### config.mk
export PLATFORM = sky130hd
export DESIGN_NAME = dmem_arbiter
export DESIGN_NICKNAME = d
export VERILOG_FILES = /design/src/rtl/dmem_arbiter.sv
export SDC_FILE = /design/constraint.sdc
export NUM_CORES = 1
export LEC_CHECK = 0
export ABC_AREA = 1
export CORE_AREA = 2 2 121 123
export CTS_BUF_LIST = sky130_fd_sc_hd__clkbuf_2 sky130_fd_sc_hd__clkbuf_4 sky130_fd_sc_hd__clkbuf_8
export CTS_CLUSTER_DIAMETER = 120
export DETAILED_ROUTE_END_ITERATION = 16
export DIE_AREA = 0 0 123 125
export GPL_ROUTABILITY_DRIVEN = 0
export PLACE_DENSITY = 0.67
export REMOVE_ABC_BUFFERS = 1
export SLEW_MARGIN = 10
export SYNTH_ARGS = -nofsm -noshare
export SYNTH_HDL_FRONTEND = slang
export SYNTH_SLANG_ARGS = --single-unit
### constraint.sdc
create_clock -name clk -period 1.95 [get_ports clk]
set_clock_uncertainty 0.15 [all_clocks]
set_input_delay 0.39 -clock clk [delete_from_list [all_inputs] [get_ports clk]]
set_output_delay 0.39 -clock clk [all_outputs]
set_load 0.005 [all_outputs]
### src/rtl/dmem_arbiter.sv
// Arbitrates the single-port data memory between the CPU MEM stage and a DMA/debug port.
// CPU normally wins; a saturating wait counter hands the DMA a slot after MAX_WAIT blocked cycles.
module dmem_arbiter #(
    parameter int AW       = 32,
    parameter int DW       = 32,
    parameter int RD_LAT   = 2,
    parameter int MAX_WAIT = 4
) (
    input  logic            clk,
    input  logic            rst,
    input  logic            cpu_req,
    input  logic            cpu_wr,
    input  logic [AW-1:0]   cpu_addr,
    input  logic [DW-1:0]   cpu_wdata,
    input  logic [DW/8-1:0] cpu_be,
    output logic            cpu_gnt,
    output logic            cpu_rvalid,
    output logic [DW-1:0]   cpu_rdata,
    output logic            cpu_stall,
    input  logic            dma_req,
    input  logic            dma_wr,
    input  logic [AW-1:0]   dma_addr,
    input  logic [DW-1:0]   dma_wdata,
    input  logic [DW/8-1:0] dma_be,
    output logic            dma_gnt,
    output logic            dma_rvalid,
    output logic [DW-1:0]   dma_rdata,
    output logic            mem_req,
    output logic            mem_wr,
    output logic [AW-1:0]   mem_addr,
    output logic [DW-1:0]   mem_wdata,
    output logic [DW/8-1:0] mem_be,
    input  logic [DW-1:0]   mem_rdata
);

    localparam int CW = $clog2(RD_LAT + 1);
    localparam int WW = $clog2(MAX_WAIT + 1);

    typedef enum logic {
        IDLE,
        RD_WAIT
    } state_t;

    state_t          state_q, state_d;
    logic [CW-1:0]   cnt_q, cnt_d;
    logic            owner_dma_q, owner_dma_d;
    logic [WW-1:0]   dma_wait_q, dma_wait_d;
    logic [DW-1:0]   cpu_rdata_q, cpu_rdata_d;
    logic [DW-1:0]   dma_rdata_q, dma_rdata_d;
    logic            pick_dma;
    logic            rd_done;

    assign pick_dma = dma_req && (!cpu_req || (dma_wait_q >= WW'(MAX_WAIT)));

    always_ff @(posedge clk) begin
        if (rst) begin
            state_q     <= IDLE;
            cnt_q       <= '0;
            owner_dma_q <= 1'b0;
            dma_wait_q  <= '0;
            cpu_rdata_q <= '0;
            dma_rdata_q <= '0;
        end else begin
            state_q     <= state_d;
            cnt_q       <= cnt_d;
            owner_dma_q <= owner_dma_d;
            dma_wait_q  <= dma_wait_d;
            cpu_rdata_q <= cpu_rdata_d;
            dma_rdata_q <= dma_rdata_d;
        end
    end

    // Everything is gated by rst so the outputs read zero during the reset cycle itself.
    always_comb begin
        state_d     = state_q;
        cnt_d       = cnt_q;
        owner_dma_d = owner_dma_q;
        cpu_gnt     = 1'b0;
        dma_gnt     = 1'b0;
        mem_req     = 1'b0;
        mem_wr      = 1'b0;
        mem_addr    = '0;
        mem_wdata   = '0;
        mem_be      = '0;
        rd_done     = 1'b0;
        if (!rst) begin
            case (state_q)
                IDLE: begin
                    if (cpu_req || dma_req) begin
                        mem_req = 1'b1;
                        if (pick_dma) begin
                            dma_gnt   = 1'b1;
                            mem_wr    = dma_wr;
                            mem_addr  = dma_addr;
                            mem_wdata = dma_wdata;
                            mem_be    = dma_be;
                        end else begin
                            cpu_gnt   = 1'b1;
                            mem_wr    = cpu_wr;
                            mem_addr  = cpu_addr;
                            mem_wdata = cpu_wdata;
                            mem_be    = cpu_be;
                        end
                        if (!mem_wr) begin
                            state_d     = RD_WAIT;
                            cnt_d       = CW'(RD_LAT);
                            owner_dma_d = pick_dma;
                        end
                    end
                end
                RD_WAIT: begin
                    cnt_d = cnt_q - 1'b1;
                    if (cnt_q == CW'(1)) begin
                        rd_done = 1'b1;
                        state_d = IDLE;
                    end
                end
                default: state_d = IDLE;
            endcase
        end
    end

    always_comb begin
        cpu_rvalid  = rd_done && !owner_dma_q;
        dma_rvalid  = rd_done && owner_dma_q;
        cpu_rdata_d = cpu_rvalid ? mem_rdata : cpu_rdata_q;
        dma_rdata_d = dma_rvalid ? mem_rdata : dma_rdata_q;
        cpu_rdata   = rst ? '0 : cpu_rdata_d;
        dma_rdata   = rst ? '0 : dma_rdata_d;
        if (!dma_req || dma_gnt) begin
            dma_wait_d = '0;
        end else if (dma_wait_q < WW'(MAX_WAIT)) begin
            dma_wait_d = dma_wait_q + 1'b1;
        end else begin
            dma_wait_d = dma_wait_q;
        end
        // Stall drops in the rvalid cycle so the MEM/WB register can capture cpu_rdata.
        cpu_stall = !rst && ((cpu_req && !cpu_gnt) ||
                             (state_q == RD_WAIT && !owner_dma_q && !cpu_rvalid));
    end

endmodule

; Yosys cells after proc, flatten, opt, wreduce, memory -nomap -nowiden
; Cells that the tools add are included.
[op_classes]
n_eq_ne = 3
add_sub_neg = 2
bitwise = 2
n_lt_le_gt_ge = 2
reduce_logical = 20
muxes = 44
[op_table]
columns = op, n
row1 = 32-bit 2-to-1 mux, 12
row2 = 1-bit 2-to-1 mux, 24
row3 = 4-bit 2-to-1 mux, 4
row4 = 1-bit logical AND, 7
row5 = 1-bit zero test, 6
row6 = 1-bit logical OR, 4
row7 = 2-bit 2-to-1 mux, 2
row8 = "2-bit != test, second input constant", 2
row9 = 2-bit case mux with 2 select lines, 1
row10 = "3-bit by 1-bit adder with 3-bit output, second input constant", 1
row11 = "3-bit >= comparator, second input constant", 1
row12 = "3-bit < comparator, second input constant", 1
row13 = 3-bit AND reduction, 1
row14 = "2-bit by 1-bit == test with 1-bit output, second input constant", 1
row15 = 1-bit inverter, 2
row16 = 1-bit case mux with 2 select lines, 1
row17 = 2-bit AND reduction, 1
row18 = 2-bit OR reduction, 1
row19 = "2-bit by 1-bit subtractor with 2-bit output, second input constant", 1
[word_totals]
output_inout_bits = 139
ff_bits = 71
word_cells = 79
input_bits = 174

; Longest topological paths before layout
[depth]
word_depth = 11
depth_mapped = 11
mapped_depth_nobuf = 10

; Worst setup path before layout
; No wires, ideal clock.
[synth_path]
path_type = register to output
startpoint = register cnt_q[1]
endpoint = output port cpu_rdata[0]
n_path_buf = 2
slack_ps = 248
stages_incl_launch_ff = 8
required_ps = 1410
arrival_time_ps = 1162
cell_sequence = dfxtp_1 -> inv_1 -> ha_1 -> nand3_4 -> nor2_4 -> buf_6 -> buf_6 -> o21ai_0
[synth_between]
elab_chain_cells = 7
[synth_rtl]
columns = element, line_no
row1 = "start, declared", 45  ; logic [CW-1:0] cnt_q, cnt_d;
row2 = "start signal, assigned", 65  ; cnt_q <= cnt_d;
row3 = 2-bit by 1-bit == test with 1-bit output, 113  ; if (cnt_q == CW'(1)) begin
row4 = 1-bit 2-to-1 mux, 113
row5 = 1-bit 2-to-1 mux, 87  ; case (state_q)
row6 = 1-bit 2-to-1 mux, 86  ; if (!rst) begin
row7 = 1-bit logical AND, 124  ; cpu_rvalid = rd_done && !owner_dma_q;
row8 = 32-bit 2-to-1 mux, 126  ; cpu_rdata_d = cpu_rvalid ? mem_rdata : cpu_rdata_q;
row9 = 32-bit 2-to-1 mux, n/a
row10 = "end, declared", 18  ; output logic [DW-1:0] cpu_rdata,
; No other way between the ends.

; Worst setup path after layout
[layout_path]
startpoint = register cnt_q[1]
endpoint = register dma_rdata_q[7]
[layout_between]
elab_chain_cells = 7
[layout_rtl]
columns = element, line_no
row1 = 2-bit by 1-bit == test with 1-bit output, 113
row2 = 1-bit 2-to-1 mux, 113
row3 = 1-bit 2-to-1 mux, 87
row4 = 1-bit 2-to-1 mux, 86
row5 = 1-bit logical AND, 125  ; dma_rvalid = rd_done && owner_dma_q;
row6 = 32-bit 2-to-1 mux, 127  ; dma_rdata_d = dma_rvalid ? mem_rdata : dma_rdata_q;
row7 = 32-bit 2-to-1 mux, n/a
row8 = "end signal, assigned", 69  ; dma_rdata_q <= dma_rdata_d;
row9 = "end, declared", 49  ; logic [DW-1:0] dma_rdata_q, dma_rdata_d;
; No other way between the ends.
; A chain may end at the register's enable or synchronous reset.

==> results.md <==
- Run status: finished, violations left
- Failing checks: negative setup slack
- Source of the worst register-to-register timing path: cnt_q[1]
- Yosys warnings: 0
- Clock period minus worst slack: 2400 ps
- Hold Slack: 324 ps
- Port-buffer cells: 312
- Placeable core region: 0.0142 sq mm
- Stage delay of the slowest cell on the critical path: 340 ps
- Max-Slew Margin vs Limit: 76.0%
- WHS Path Cells: 2
- Ratio of cells with drive above 1 in the final layout: 61.2%
- Leading cell type in the layout, fill and taps excluded: sky130_fd_sc_hd__clkdlybuf4s50_1
- Number of max-cap violations: 0
- Delay-heaviest family, CP: buffers and inverters
- Iteration-0 DRC Markers: about 250
- Unique masters post-synth: 24
- Standard cell with the maximum stage delay on the critical path: sky130_fd_sc_hd__dfxtp_2
- H-Tree Depth: 3
- Flop-to-flop setup slack: -450 ps
- Cell taking the most area after synthesis: sky130_fd_sc_hd__dfxtp_1
- Transition at the pin with the smallest max-transition slack: between 300 and 400 ps
- Worst-path fanout max: 4
- Number of antenna violations at the first check in global routing: 0
- Setup violators final: 140
- Worst-Skew Late Latency: 360 ps
- Final count of hold timing violations: 0
- Reg2Reg Capture Point: dma_rdata_q[7]
- Critical path data required time: 2050 ps
- Final routed DRC violation total: 0
- Data arrival at the endpoint of the critical path: 2500 ps
- Number of diodes added for antenna fixing: 0
- Post-Syn Instances: 569
- Setup crit start kind: register
- Cell count of the worst reg-to-reg path: 17
- Power density normalized to cell area: 419 mW/mm^2
- Endpoint kind of the worst setup timing path: register
- # nets final: 1220
- Worst Hold Launch: dma_rdata_q[16]
- Vertical die dimension: around 130 um
- Top library cells by usage in the layout, fill and taps aside: 170 x sky130_fd_sc_hd__clkdlybuf4s50_1, 128 x sky130_fd_sc_hd__buf_2, 83 x sky130_fd_sc_hd__nand2_1
- Number of buffers created by CTS: 9
- Remaining global-route overflow: 0
- Fraction of the yosys area taken by sequential cells: between 30% and 40%
- Detail Placement HPWL: 13.8 mm
- Global-route wire length before repair: 31.8 mm
- Number of filler instances in the final layout: 1020
- End point of the most critical hold path: dma_rdata_q[16]
- TritonCTS clock tree: built
- Clock edge transition at the registers on the reported setup and hold paths: 90 ps
- Total number of vias: between 5000 and 6000
- Horizontal die dimension: 123 um
- Area overhead of the layout relative to synthesis: 162%
- Number of synthesized register bits: between 70 and 80
- Pins Over Slew Limit: 0
- RSZ-0062 raised after global routing: yes
- Worst setup margin: -448 ps
- Netlist Area Pre-Place: 0.00392 sq mm
- Cells taking the most area after synthesis: sky130_fd_sc_hd__dfxtp_1 36%, sky130_fd_sc_hd__nor2_1 14%, sky130_fd_sc_hd__nand2_1 13%
- Classification of the worst-slack hold path: register to register
- Per-cell routed wire length: 18.8 um
- Root Driver: sky130_fd_sc_hd__clkbuf_8
- Top cell type's share of synthesized area: 36.2%
- Vias per inst: 4.75
- Leakage power: about 4.7 nW
- Async set or reset register ratio after synthesis: 0%
- Number of buffer and inverter instances along the worst setup path: 12
- Antenna viol nets, final: 0
- Most numerous cell on the critical path: sky130_fd_sc_hd__buf_4
- Top-level I/O count: 313
- DP Cell Count: 1092
- Post-synth EDFFs: 0
- CP cell instances: inv_2 > ha_4 > nand3_4 > nor2_4 > buf_12 > buf_12 > buf_12 > buf_8 > nand2_2 > o21ai_2 > buf_4 > buf_4 > buf_4 > buf_4 > buf_4 > buf_4 > buf_4
- Clock Path Buffers: 2
- Iteration count of the initial detailed-routing pass: 4
- Detailed-route wire length: 23.1 mm
- Clock tree sinks: between 70 and 80
- Total stage count of the critical path: 17
- Initial core utilization: 27.6%
- Placement Rows: between 40 and 50
- GRT Resource Usage Total: 26.5%
- Layout Cells excl Fill: roughly 1200
- Maximum vdd ir drop: 0.427 mV
- Largest net degree at the start of global routing: 51
- Avg Cell Area, Syn: 6.89 sq um
- Type of the worst setup path: register to register
- Vias in the first global route: 5812
- Dominant register cell in the synthesized netlist: sky130_fd_sc_hd__dfxtp_1
- Die area: between 0.015 and 0.02 sq mm
- Highest achievable clock rate: 0.417 GHz
- Final period util: 123%
## power by group
group	leakage (nW)	switching, mW	total, mW	internal (mW)
clock	0.101	0.679	1.18	0.506
combinational	3.98	0.701	1.63	0.927
sequential	0.575	0.0143	1.49	1.48
## stage by stage
step	setup TNS (ps)	setup slack [ps]	power, mW	cell area, sq um	utilization [%]
floorplan	-176190	-1100	1.82	3600	-
global placement	-106310	-984	2.65	7660	53.9
detailed placement	-110030	-1010	2.65	7660	53.9
CTS	-46950	-480	4.06	9230	65.0
global route	-53550	-531	4.48	10300	72.3
finish	-42600	-448	4.30	10300	72.3
## state kept, by name (all words and copies together), names as in the netlist
name,count
state_q,1
dma_wait_q,3
cpu_rdata_q,32
dma_rdata_q,32
owner_dma_q,1
cnt_q,2
## synthesized netlist by cell type, types with 4 or more instances
master / count
sky130_fd_sc_hd__o21ai_0: 11
sky130_fd_sc_hd__nor2_1: 147
sky130_fd_sc_hd__nand3_1: 4
sky130_fd_sc_hd__dfxtp_1: 71
sky130_fd_sc_hd__inv_2: 5
sky130_fd_sc_hd__nor3_1: 69
sky130_fd_sc_hd__buf_6: 13
sky130_fd_sc_hd__buf_2: 22
sky130_fd_sc_hd__nand2_2: 12
sky130_fd_sc_hd__nand2_1: 132
sky130_fd_sc_hd__inv_1: 8
sky130_fd_sc_hd__o21ai_2: 54
## how the worst max path moves through the flow
stage / startpoint / to / slack (ps)
2_1_floorplan: rst / cpu_rdata[0] / -1100
3_3_place_gp: cpu_req / mem_addr[4] / -980
3_5_place_dp: cpu_req / mem_addr[4] / -1010
4_1_cts: cnt_q[1] / dma_rdata[13] / -480
5_1_grt: cnt_q[1] / dma_rdata[7] / -530
6_report: cnt_q[1] / dma_rdata_q[7] / -450
## logic make-up (layout without fill, tap and decap cells)
family | after synthesis | count (layout) | share of synthesized area (%)
flops | 71 | 71 | 36.2
simple gates | 370 | 370 | 39.5
buf+inv | 56 | 536 | 9.35
fa+ha+maj | 2 | 2 | 0.638
compound gates | 69 | 69 | 14.0
xor+xnor | 1 | 1 | 0.223
## final cells by class
class                           count  area (sq um)  share of cell area [%]
Clock inverter                      7          73.8                   0.719
Tap cell                          184           230                    2.24
Clock buffer                        9           124                    1.21
Sequential cell                    71          1430                    13.9
Timing Repair Buffer              507          4900                    47.7
Inverter                           13          61.3                   0.597
Multi-Input combinational cell    442          3450                    33.6
## worst register-to-register path, stage by stage (launching register included)
cell and delay (ps):
sky130_fd_sc_hd__dfxtp_2 340, sky130_fd_sc_hd__inv_2 50, sky130_fd_sc_hd__ha_4 160, sky130_fd_sc_hd__nand3_4 80
sky130_fd_sc_hd__nor2_4 50, sky130_fd_sc_hd__buf_12 130, sky130_fd_sc_hd__buf_12 130, sky130_fd_sc_hd__buf_12 130
sky130_fd_sc_hd__buf_8 120, sky130_fd_sc_hd__nand2_2 50, sky130_fd_sc_hd__o21ai_2 60, sky130_fd_sc_hd__buf_4 130
sky130_fd_sc_hd__buf_4 120, sky130_fd_sc_hd__buf_4 120, sky130_fd_sc_hd__buf_4 120, sky130_fd_sc_hd__buf_4 120
sky130_fd_sc_hd__buf_4 120, sky130_fd_sc_hd__buf_4 120
## per-layer routing
layer | vias to the layer above | GRT usage, % | share of wire (%)
met4 | 0 | 10.6 | 4.3
met3 | 67 | 6.20 | 7.2
li1 | 2788 | - | -
met2 | 242 | 46.3 | 51
met1 | 2761 | 31.0 | 37
met5 | - | 0 | 0
## what timing repair did
item,in CTS,in global routing
endpoints found under the setup margin,139,144
hold buffers,0,0
pin swaps,42,46
gates cloned,14,3
gates resized for setup,792,241
setup buffers,96,41
Note: power is estimated with default switching activity, not from simulation.
